===== src/rtl/vga_cursor_ctrl.sv =====
// vga_cursor_ctrl
// Grid-cursor controller for the VGA pixel driver. Raw player buttons are
// synchronised and debounced, turned into single-cell moves on a
// GRID_COLS x GRID_ROWS board, and applied only on frame_start so that a
// frame never shows a torn cursor. A fire press captures the current cell and
// offers it to the game logic over a valid/ready handshake.
//
// Ports:
//   clk_in, rst_in        clock, asynchronous active-high reset
//   btn_up/down/left/right/fire  raw asynchronous buttons, active-high
//   frame_start           1-cycle pulse at start of vertical blanking
//   x_pos, y_pos          cursor centre in pixels
//   cell_col, cell_row    cursor cell index
//   fire_valid/col/row    pending fire request and its captured cell
//   fire_ready            consumer accepts the fire request
//
// Configuration macro: AUTOREPEAT_EN -- when defined, a held direction repeats
// its move every REPEAT_FRAMES frame_starts. Undefined: one move per press.
module vga_cursor_ctrl #(
    parameter int GRID_COLS       = 10,
    parameter int GRID_ROWS       = 10,
    parameter int CELL_W          = 64,
    parameter int CELL_H          = 48,
    parameter int DEBOUNCE_CYCLES = 250000,
    parameter int REPEAT_FRAMES   = 15
) (
    input  logic       clk_in,
    input  logic       rst_in,
    input  logic       btn_up,
    input  logic       btn_down,
    input  logic       btn_left,
    input  logic       btn_right,
    input  logic       btn_fire,
    input  logic       frame_start,
    output logic [9:0] x_pos,
    output logic [9:0] y_pos,
    output logic [3:0] cell_col,
    output logic [3:0] cell_row,
    output logic       fire_valid,
    output logic [3:0] fire_col,
    output logic [3:0] fire_row,
    input  logic       fire_ready
);
    localparam int CNT_W = $clog2(DEBOUNCE_CYCLES + 1);
    localparam logic [9:0] X_FIRST  = 10'(CELL_W / 2);
    localparam logic [9:0] Y_FIRST  = 10'(CELL_H / 2);
    localparam logic [9:0] X_LAST   = 10'((GRID_COLS - 1) * CELL_W + CELL_W / 2);
    localparam logic [9:0] Y_LAST   = 10'((GRID_ROWS - 1) * CELL_H + CELL_H / 2);
    localparam logic [3:0] COL_LAST = 4'(GRID_COLS - 1);
    localparam logic [3:0] ROW_LAST = 4'(GRID_ROWS - 1);

    // Button bit order: 0 up, 1 down, 2 left, 3 right, 4 fire.
    localparam logic [1:0] DIR_UP = 2'd0, DIR_DOWN = 2'd1, DIR_LEFT = 2'd2, DIR_RIGHT = 2'd3;

    typedef enum logic [1:0] {S_IDLE, S_PENDING, S_APPLY} state_t;

    logic [4:0] btn_raw;
    logic [4:0] sync1_q, sync1_d, sync2_q, sync2_d;
    logic [4:0] deb_q, deb_d, deb_dly_q, deb_dly_d;
    logic [CNT_W-1:0] cnt_q [5];
    logic [CNT_W-1:0] cnt_d [5];
    logic [4:0] press;

    state_t     state_q, state_d;
    logic [1:0] move_q, move_d;
    logic [3:0] col_q, col_d, row_q, row_d;
    logic [9:0] x_q, x_d, y_q, y_d;
    logic       fv_q, fv_d;
    logic [3:0] fcol_q, fcol_d, frow_q, frow_d;

    logic       dir_valid;
    logic [1:0] dir_sel;
    logic       rep_due;
    logic [1:0] rep_move;

    assign btn_raw = {btn_fire, btn_right, btn_left, btn_down, btn_up};

    // Debounce: the accepted level flips only after DEBOUNCE_CYCLES consecutive
    // synced samples that disagree with it; any agreeing sample restarts the count.
    always_comb begin
        sync1_d   = btn_raw;
        sync2_d   = sync1_q;
        deb_d     = deb_q;
        deb_dly_d = deb_q;
        for (int i = 0; i < 5; i++) begin
            cnt_d[i] = '0;
            if (sync2_q[i] != deb_q[i]) begin
                if (cnt_q[i] == CNT_W'(DEBOUNCE_CYCLES - 1)) begin
                    deb_d[i] = sync2_q[i];
                end else begin
                    cnt_d[i] = cnt_q[i] + 1'b1;
                end
            end
        end
    end

    assign press = deb_q & ~deb_dly_q;

    // Opposite presses in the same cycle cancel; remaining presses resolve by
    // priority up > down > left > right.
    always_comb begin
        dir_valid = 1'b1;
        dir_sel   = DIR_UP;
        if (press[0] && !press[1]) begin
            dir_sel = DIR_UP;
        end else if (press[1] && !press[0]) begin
            dir_sel = DIR_DOWN;
        end else if (press[2] && !press[3]) begin
            dir_sel = DIR_LEFT;
        end else if (press[3] && !press[2]) begin
            dir_sel = DIR_RIGHT;
        end else begin
            dir_valid = 1'b0;
        end
    end

`ifdef AUTOREPEAT_EN
    localparam int RC_W = $clog2(REPEAT_FRAMES + 1);
    logic            rep_valid_q, rep_valid_d;
    logic [1:0]      rep_dir_q, rep_dir_d;
    logic [RC_W-1:0] rep_cnt_q, rep_cnt_d;
    logic            rep_held;

    // The frame that applied a move counts as frame 1 of the repeat period, so
    // the repeat is latched once the count reaches REPEAT_FRAMES and lands on the
    // following frame_start.
    assign rep_held = deb_q[{1'b0, rep_dir_q}];
    assign rep_due  = rep_valid_q && rep_held && (rep_cnt_q >= RC_W'(REPEAT_FRAMES));
    assign rep_move = rep_dir_q;

    always_comb begin
        rep_valid_d = rep_valid_q;
        rep_dir_d   = rep_dir_q;
        rep_cnt_d   = rep_cnt_q;
        if (state_q == S_APPLY) begin
            rep_valid_d = 1'b1;
            rep_dir_d   = move_q;
            rep_cnt_d   = RC_W'(1);
        end else if (rep_valid_q && !rep_held) begin
            rep_valid_d = 1'b0;
            rep_cnt_d   = '0;
        end else if (state_q == S_IDLE && rep_due) begin
            rep_cnt_d = '0;
        end else if (state_q == S_IDLE && frame_start && rep_valid_q
                     && rep_cnt_q < RC_W'(REPEAT_FRAMES)) begin
            rep_cnt_d = rep_cnt_q + 1'b1;
        end
    end

    always_ff @(posedge clk_in or posedge rst_in) begin
        if (rst_in) begin
            rep_valid_q <= 1'b0;
            rep_dir_q   <= DIR_UP;
            rep_cnt_q   <= '0;
        end else begin
            rep_valid_q <= rep_valid_d;
            rep_dir_q   <= rep_dir_d;
            rep_cnt_q   <= rep_cnt_d;
        end
    end
`else
    assign rep_due  = 1'b0;
    assign rep_move = DIR_UP;
`endif

    always_comb begin
        state_d = state_q;
        move_d  = move_q;
        col_d   = col_q;
        row_d   = row_q;
        x_d     = x_q;
        y_d     = y_q;
        case (state_q)
            S_IDLE: begin
                if (dir_valid) begin
                    state_d = S_PENDING;
                    move_d  = dir_sel;
                end else if (rep_due) begin
                    state_d = S_PENDING;
                    move_d  = rep_move;
                end
            end
            // Only frame_start leaves PENDING, so later presses are ignored here.
            S_PENDING: begin
                if (frame_start) begin
                    state_d = S_APPLY;
                end
            end
            S_APPLY: begin
                state_d = S_IDLE;
                case (move_q)
                    DIR_UP: begin
                        if (row_q == '0) begin
                            row_d = ROW_LAST;
                            y_d   = Y_LAST;
                        end else begin
                            row_d = row_q - 1'b1;
                            y_d   = y_q - 10'(CELL_H);
                        end
                    end
                    DIR_DOWN: begin
                        if (row_q == ROW_LAST) begin
                            row_d = '0;
                            y_d   = Y_FIRST;
                        end else begin
                            row_d = row_q + 1'b1;
                            y_d   = y_q + 10'(CELL_H);
                        end
                    end
                    DIR_LEFT: begin
                        if (col_q == '0) begin
                            col_d = COL_LAST;
                            x_d   = X_LAST;
                        end else begin
                            col_d = col_q - 1'b1;
                            x_d   = x_q - 10'(CELL_W);
                        end
                    end
                    default: begin
                        if (col_q == COL_LAST) begin
                            col_d = '0;
                            x_d   = X_FIRST;
                        end else begin
                            col_d = col_q + 1'b1;
                            x_d   = x_q + 10'(CELL_W);
                        end
                    end
                endcase
            end
            default: state_d = S_IDLE;
        endcase
    end

    // Fire capture uses the registered cell, so a press during APPLY latches
    // the pre-move position.
    always_comb begin
        fv_d   = fv_q;
        fcol_d = fcol_q;
        frow_d = frow_q;
        if (fv_q) begin
            if (fire_ready) begin
                fv_d = 1'b0;
            end
        end else if (press[4]) begin
            fv_d   = 1'b1;
            fcol_d = col_q;
            frow_d = row_q;
        end
    end

    always_ff @(posedge clk_in or posedge rst_in) begin
        if (rst_in) begin
            sync1_q   <= '0;
            sync2_q   <= '0;
            deb_q     <= '0;
            deb_dly_q <= '0;
            for (int i = 0; i < 5; i++) begin
                cnt_q[i] <= '0;
            end
            state_q <= S_IDLE;
            move_q  <= DIR_UP;
            col_q   <= '0;
            row_q   <= '0;
            x_q     <= X_FIRST;
            y_q     <= Y_FIRST;
            fv_q    <= 1'b0;
            fcol_q  <= '0;
            frow_q  <= '0;
        end else begin
            sync1_q   <= sync1_d;
            sync2_q   <= sync2_d;
            deb_q     <= deb_d;
            deb_dly_q <= deb_dly_d;
            for (int i = 0; i < 5; i++) begin
                cnt_q[i] <= cnt_d[i];
            end
            state_q <= state_d;
            move_q  <= move_d;
            col_q   <= col_d;
            row_q   <= row_d;
            x_q     <= x_d;
            y_q     <= y_d;
            fv_q    <= fv_d;
            fcol_q  <= fcol_d;
            frow_q  <= frow_d;
        end
    end

    assign x_pos      = x_q;
    assign y_pos      = y_q;
    assign cell_col   = col_q;
    assign cell_row   = row_q;
    assign fire_valid = fv_q;
    assign fire_col   = fcol_q;
    assign fire_row   = frow_q;
endmodule

===== config.mk =====
export PLATFORM = sky130hd
export DESIGN_NAME = vga_cursor_ctrl
export DESIGN_NICKNAME = d
export VERILOG_FILES = /design/src/rtl/vga_cursor_ctrl.sv
export SDC_FILE = /design/constraint.sdc
export NUM_CORES = 1
export LEC_CHECK = 0
export BUFFER_PORTS_ARGS = -buffer_cell sky130_fd_sc_hd__buf_2
export CORE_AREA = 2 2 118 120
export CTS_BUF_LIST = sky130_fd_sc_hd__clkbuf_4
export DETAILED_ROUTE_END_ITERATION = 7
export DIE_AREA = 0 0 120 122
export PLACE_DENSITY_LB_ADDON = 0.15
export SLEW_MARGIN = 20
export SYNTH_ARGS = -nofsm -noshare
export SYNTH_HDL_FRONTEND = slang
export SYNTH_SLANG_ARGS = --single-unit

===== constraint.sdc =====
create_clock -name clk_in -period 4.9 [get_ports clk_in]
set_input_delay 0.735 -clock clk_in [delete_from_list [all_inputs] [get_ports clk_in]]
set_output_delay 0.735 -clock clk_in [all_outputs]
set_load 0.02 [all_outputs]

==> metrics.csv, run 1 <==
stage,metric,value,unit
run_status,status,completed,
setup_path,crit path DAT,2.60,ns
drt,DRT antenna net count,0,
synthesis,cells after synthesis,729,
synthesis,largest family of logic cells by synthesized area,simple AND/OR/NAND/NOR gates,
pwr,Worst VDD drop,0.0001858,V
layout,Final #Nets,785,
timing,Final period util,45.23,%
placement,Inst Count DP,927,
global_routing,initial antenna violation count,0,
layout,fillcell total,1203,
layout,ANT cells,0,
floorplan,floorplan row count,43,
synthesis,Synth Register Bits,143,
setup_path,Critical-path top delay cell,o41ai_4,
setup_path,crit path launch type,flip-flop,
placement,PortBufs,37,
timing,min Tclk post-route,2.216,ns
timing,Slew Limit Headroom,33.74,%
synthesis,Post-Syn Area,7219,um2
floorplan,Initial Util,53.46,%
synthesis,Synth Flop Type,dfrtp_1,
placement,detailed placer's ending HPWL,9203,um
drt,final WL,13550,um
timing,Final Setup Violations,0,
clock_network,Clock Sinks,143,
clock_network,clock-pin slew on the worst setup and hold paths,0.12,ns
timing,clk_skew,0.01483,ns
clock_network,clock root buffer,clkbuf_4,
synthesis,"EDFF count, synth",0,
drt,post-DR wirelength/cell,14.13,um
synthesis,adder-cell share of the synthesized area,1.872,%
global_routing,pin count of the biggest net entering global routing,117,
floorplan,Die ar.,14640,um2
clock_network,H-tree Lvls,4,
global_routing,GRT overflow,0,
worst_hold_path,Hold WC Path Type,primary input to flip-flop,
layout,share of layout cells above drive strength 1,13.35,%
global_routing,GRT Total Usage,19.85,%
setup_path,Crit Reg-Reg Startpoint,cnt_q[47],
pwr,Static Leak,3.197,nW
synthesis,syn_area_per_cell,9.903,um2
synthesis,"Distinct cells, synth",62,
layout,area overhead of the layout relative to synthesis,7.747,%
timing,RSZ-0062 raised after global routing,no,
timing,endpoints failing hold,0,
timing,fmax,451.2,MHz
setup_path,worst setup path start,cnt_q[47],
setup_path,CP Data Required Time,5.28,ns
timing,hold slack,0.2947,ns
global_routing,first-pass GRT wire length,23630,um
synthesis,Async SR Flop Fraction,100.0,%
setup_path,critical path peak fanout,18,
setup_path,Setup crit end kind,flip-flop,
timing,Tightest Pin Transition,0.9905,ns
floorplan,Die Y,122,um
synthesis,post-synthesis compound-gate area fraction,10.49,%
synthesis,mux cell area share after synthesis,2.461,%
setup_path,CP cell instances,nor4_1 -> nand4_1 -> o41ai_4 -> nor2_1,
drt,total number of vias,5459,
timing,setup TNS,0,ns
global_routing,vias in the first global route,5187,
clock_network,setup bufs post-CTS,0,
drt,drt first pass iters,4,
setup_path,critical path's largest stage delay,0.97,ns
layout,post-route insts no fill,959,
clock_network,clk buf depth,2,
floorplan,Core Footprint,13500,um2
placement,GP Congestion,0.8391,
timing,max-slew violation count,0,
synthesis,Post-Synth Simple-Gate Area,22.84,%
synthesis,Synth Warn #,0,
clock_network,Clock Latency Late Sink,0.54,ns
floorplan,Top Ports,46,
setup_path,CP bufs+invs,0,
setup_path,slack of the worst reg-to-reg path,2.68,ns
drt,Vias/cell,5.692,
flow_run,max cap viols,0,
synthesis,post-synthesis sequential area ratio,49.62,%
clock_network,post-cts resize count,0,
pwr,Power Dens Cells,296.0,nW/um2
drt,initial drt markers,330,
floorplan,DIE WIDTH,120,um
clock_network,number of hold buffers added after cts,0,
drt,# DRC,0,
setup_path,Setup CP Type,flip-flop to flip-flop,
synthesis,xor/xnor cell area share of the yosys netlist,8.977,%
clock_network,CTS Buf Count,17,
worst_hold_path,Hold Crit Start,btn_right,
clock_network,CTS tree,built,
setup_path,cell family with most CP delay,compound AO/OA/AOI/OAI gates,
-- power breakdown --
group,switching [mW],internal (mW),total (mW)
Clock,0.406,0.237,0.643
Sequential,0.110,1.24,1.35
Combinational,0.185,0.127,0.312
Total,0.701,1.60,2.30
-- kinds of logic (layout without fill, tap and decap cells) --
family	after synthesis	count (layout)
AND/OR/NAND/NOR	315	315
flip-flops	143	143
AO/OA/AOI/OAI	108	108
XOR/XNOR	74	74
buffers and inverters	61	104
multiplexers	16	16
adder cells (fa/ha/maj)	11	11
other	1	8
-- worst paths after layout --
kind                       cells past startpoint         end
min reg2reg                                    0  sync2_q[0]
max in group asynchronous                      3    cnt_q[0]
max                                            4   cnt_q[46]
min in group asynchronous                      2   cnt_q[20]
min                                            1  sync1_q[3]
max reg2reg                                    4   cnt_q[46]
-- cells in the mapped netlist, drive strengths merged, types with 4 or more instances --
library cell    n  share of area [%]
clkbuf         17               0.88
o21ai          26                1.8
o41ai           7                1.7
o31ai          10                1.0
or2             7               0.61
nand2b          5               0.43
dfrtp         140                 49
nand4          21                1.8
nor4           31                2.7
nand3          33                2.4
and4            5               0.61
xor2           24                2.9
nor2           93                4.8
a21o            4               0.42
nor2b           9               0.78
a31oi           8               0.69
and2            4               0.35
or3            13                1.1
ha             10                1.7
buf            14                1.2
mux2           14                2.2
nand2          42                2.2
nor3b           4               0.49
or4            12                1.2
inv            30                1.6
a21oi          27                1.9
nor3           23                1.6
xnor2          50                6.1
-- area by class of cell --
| class | instances | area, um2 | area share (%) |
|---|---|---|---|
| sequential | 143 | 3582 | 46.05 |
| multi-input combinational | 532 | 3397 | 43.67 |
| tap | 180 | 225.2 | 2.895 |
| inverter | 30 | 120.1 | 1.544 |
| clock inverter | 15 | 103.9 | 1.335 |
| timing repair buffer | 42 | 222.7 | 2.863 |
| clock buffer | 17 | 127.6 | 1.641 |
-- flip-flops by register name (all words and copies together), names as in the netlist --
name and flops:
cell_col 4, cell_row 4, cnt_q 90, deb_dly_d 5, deb_dly_q 5, fire_col 4, fire_row 4, fire_valid 1
move_q 2, state_q 2, sync1_q 5, sync2_q 5, x_pos 5, y_pos 7
-- placed cells by master, fill, tap and decap left out, types with 8 or more instances in the layout --
master / synthesis / routed
dfrtp_1: 140 / 140
nor2_1: 93 / 93
xnor2_1: 50 / 50
nand2_1: 42 / 42
buf_2: 6 / 37
nor4_1: 31 / 31
nand3_1: 31 / 31
inv_1: 30 / 29
a21oi_1: 27 / 27
o21ai_0: 26 / 26
xor2_1: 24 / 24
nor3_1: 23 / 23
nand4_1: 21 / 21
clkbuf_4: 0 / 17
mux2_2: 14 / 14
or3_1: 13 / 13
or4_1: 12 / 12
o31ai_1: 10 / 10
ha_1: 10 / 10
nor2b_1: 9 / 9
a31oi_1: 8 / 8
conb_1: 1 / 8
-- through the flow --
step	setup WS [ns]	cell area (um2)	utilization, %	power [mW]
final	2.684	7779	57.60	2.303
after global routing	2.528	7779	57.60	2.439
after CTS	2.689	7776	57.58	2.332
after detailed placement	2.708	7545	55.87	1.682
after global placement	2.794	7545	55.87	1.671
after floorplan	0.3320	7246	-	1.594
-- metal layers --
layer | share of wire, % | GRT usage (%) | vias up
met4 | 1.5 | 6.985 | 0
li1 | - | - | 2661
met2 | 47 | 32.03 | 93
met5 | 0 | 0 | -
met3 | 4.3 | 5.384 | 17
met1 | 48 | 25.95 | 2688
(Power assumes the default switching activity.)
==> run 2: changes to the inputs <==
Clock period 4.9 ns to 2 ns, I/O delays scaled along.
==> run 2 against run 1 <==
Net effect: critical path depth rose by 1; combinational power rose to 2.9 times the previous value; clock skew fell by 0.0044 ns; sequential cell count did not move; global-route usage rose by 0.37 points; clock power rose to 2.7 times the previous value; critical path type unchanged; critical endpoint is now cnt_q[34].
==> metrics.csv, run 2 (synthesized netlist as in run 1, its figures left out) <==
stage,metric,value,unit,change
drt,DRT antenna net count,0,,unchanged
global_routing,pin count of the biggest net entering global routing,72,,was 117
global_routing,GRT overflow,0,,unchanged
setup_path,critical path's largest stage delay,0.49,ns,was 0.97 ns
flow_run,max cap viols,0,,unchanged
layout,design area,8112,um2,was 7779 um2
timing,fmax,528.2,MHz,was 451.2 MHz
floorplan,Core Footprint,13500,um2,unchanged
clock_network,CTS Buf Count,17,,unchanged
layout,most frequent cells in the layout,"dfrtp_1 (140), nor2_1 (93), xnor2_1 (50)",,unchanged
pwr,Static Leak,3.360,nW,was 3.197 nW
layout,Final #Nets,818,,was 785
setup_path,CP cell instances,ha_2 -> nand4_1 -> or3_4 -> or4_1 -> a21oi_1,,was nor4_1 -> nand4_1 -> o41ai_4 -> nor2_1
global_routing,initial antenna violation count,0,,unchanged
setup_path,slack of the worst reg-to-reg path,0.11,ns,was 2.68 ns
pwr,total power,5.844,mW,was 2.303 mW
clock_network,Clock Sinks,143,,unchanged
pwr,Worst VDD drop,0.0004195,V,was 0.0001858 V
layout,ANT cells,0,,unchanged
global_routing,vias in the first global route,5321,,"was 5,187"
layout,share of layout cells above drive strength 1,16.52,%,was 13.35%
timing,endpoints failing hold,0,,unchanged
clock_network,CTS tree,built,,unchanged
timing,setup TNS,0,ns,unchanged
timing,RSZ-0062 raised after global routing,no,,unchanged
layout,"Most flops, register",cnt_q,,unchanged
setup_path,reg2reg end,cnt_q[34],,was cnt_q[46]
setup_path,Setup CP Type,flip-flop to flip-flop,,unchanged
setup_path,Critical-path top delay cell,or4_1,,was o41ai_4
floorplan,Top Ports,46,,unchanged
timing,Slew Limit Headroom,55.34,%,was 33.74%
setup_path,CP Data Required Time,2.48,ns,was 5.28 ns
clock_network,clock-pin slew on the worst setup and hold paths,0.12,ns,about the same
worst_hold_path,Hold WC Path Type,primary input to asynchronous set/reset pin,,was primary input to flip-flop
timing,Tightest Pin Transition,0.6670,ns,was 0.9905 ns
placement,GP Congestion,0.8725,,was 0.8391
floorplan,Die ar.,14640,um2,unchanged
global_routing,GRT Total Usage,20.22,%,was 19.85%
floorplan,Die Y,122,um,unchanged
layout,final core occ,60.07,%,was 57.60%
setup_path,reg2reg path depth,5,,was 4
layout,max FFs per register,90,,unchanged
layout,"commonest non-fill, non-tap cell in the layout",dfrtp_1,,unchanged
setup_path,CP bufs+invs,0,,unchanged
drt,Vias/cell,5.604,,was 5.692
setup_path,crit path launch type,flip-flop,,unchanged
placement,detailed placer's ending HPWL,9640,um,was 9203 um
timing,max-slew violation count,0,,unchanged
global_routing,first-pass GRT wire length,24070,um,"was 23,630 um"
timing,min Tclk post-route,1.893,ns,was 2.216 ns
clock_network,Clock Latency Late Sink,0.54,ns,about the same
placement,PortBufs,37,,unchanged
drt,post-DR wirelength/cell,13.92,um,was 14.13 um
timing,hold slack,0.2671,ns,was 0.2947 ns
layout,fillcell total,1169,,"was 1,203"
setup_path,cell family with most CP delay,simple AND/OR/NAND/NOR gates,,was compound AO/OA/AOI/OAI gates
setup_path,Setup crit end kind,flip-flop,,unchanged
drt,total number of vias,5554,,"was 5,459"
setup_path,critical path peak fanout,4,,was 18
drt,initial drt markers,415,,was 330
setup_path,crit path DAT,2.37,ns,was 2.60 ns
setup_path,Critical Path Stages,5,,was 4
floorplan,DIE WIDTH,120,um,unchanged
layout,area overhead of the layout relative to synthesis,12.36,%,was 7.747%
clock_network,clock root buffer,clkbuf_4,,unchanged
clock_network,setup bufs post-CTS,0,,unchanged
drt,# DRC,0,,unchanged
timing,clk_skew,0.01046,ns,was 0.01483 ns
floorplan,floorplan row count,43,,unchanged
clock_network,H-tree Lvls,4,,unchanged
timing,Final period util,94.67,%,was 45.23%
drt,final WL,13790,um,"was 13,550 um"
placement,placed cell area,7756,um2,was 7545 um2
floorplan,Initial Util,53.46,%,unchanged
setup_path,Crit Reg-Reg Startpoint,cnt_q[18],,was cnt_q[47]
clock_network,clk buf depth,2,,unchanged
drt,drt first pass iters,4,,unchanged
run_status,status,completed,,unchanged
timing,Final Setup Violations,0,,unchanged
pwr,Power Dens Cells,720.5,nW/um2,was 296.0 nW/um2
-- run 2: changes by cell type in the layout (fill, tap and decap cells not counted), moves of 2 or more --
cell	change
buf_12	+2
buf_4	+23
clkinv_1	-2
clkinv_2	-2
clkinvlp_4	+2
dlygate4sd3_1	+8
-- run 2: metal layers --
layer  track usage, %  wire length, um
met5                0                0
met4            8.603              263
met3            4.728              509
met2            32.63             6534
met1            26.27             6485
-- run 2: power breakdown --
part | switching [mW] | internal [mW] | leakage, nW
Sequential | 0.199 | 3.03 | 1.93
Clock | 0.990 | 0.726 | 0.130
Combinational | 0.531 | 0.367 | 1.30
-- run 2: how the worst max path moves through the flow --
stage / start / to / slack (ns)
2_1_floorplan: rst_in / cell_col[0] / -0.09
3_3_place_gp: cnt_q[18] / cnt_q[34] / 0.17
6_report: cnt_q[18] / cnt_q[34] / 0.11
4_1_cts: cnt_q[18] / cnt_q[34] / 0.09
5_1_grt: cnt_q[18] / cnt_q[34] / 0.001
3_5_place_dp: cnt_q[18] / cnt_q[34] / 0.12
-- run 2: metrics by stage --
step	std cells	setup WS, ns
2_1_floorplan	736	-0.08861
3_3_place_gp	952	0.1686
3_5_place_dp	952	0.1204
4_1_cts	991	0.09094
5_1_grt	991	0.001462
6_report	991	0.1066
-- run 2: what timing repair did --
| item | CTS | global route |
|---|---|---|
| hold endpoints to repair | 21 | 0 |
| endpoints found under the setup margin | 0 | 3 |
| resized for setup | 0 | 4 |
| hold buffers | 8 | 0 |
-- run 2: layout make-up --
type                            instances  area [um2]  area share [%]
Multi-Input combinational cell        532        3413           42.08
Timing Repair Buffer                   75       515.5           6.355
Inverter                               30       116.4           1.435
Clock inverter                         13       123.9           1.527
Tap cell                              180       225.2           2.776
Clock buffer                           18       135.1           1.666
Sequential cell                       143        3582           44.16
-- run 2: worst min-delay path, delay by kind of cell --
family	cells	cell delay [ns]
buffers and inverters	3	0.92
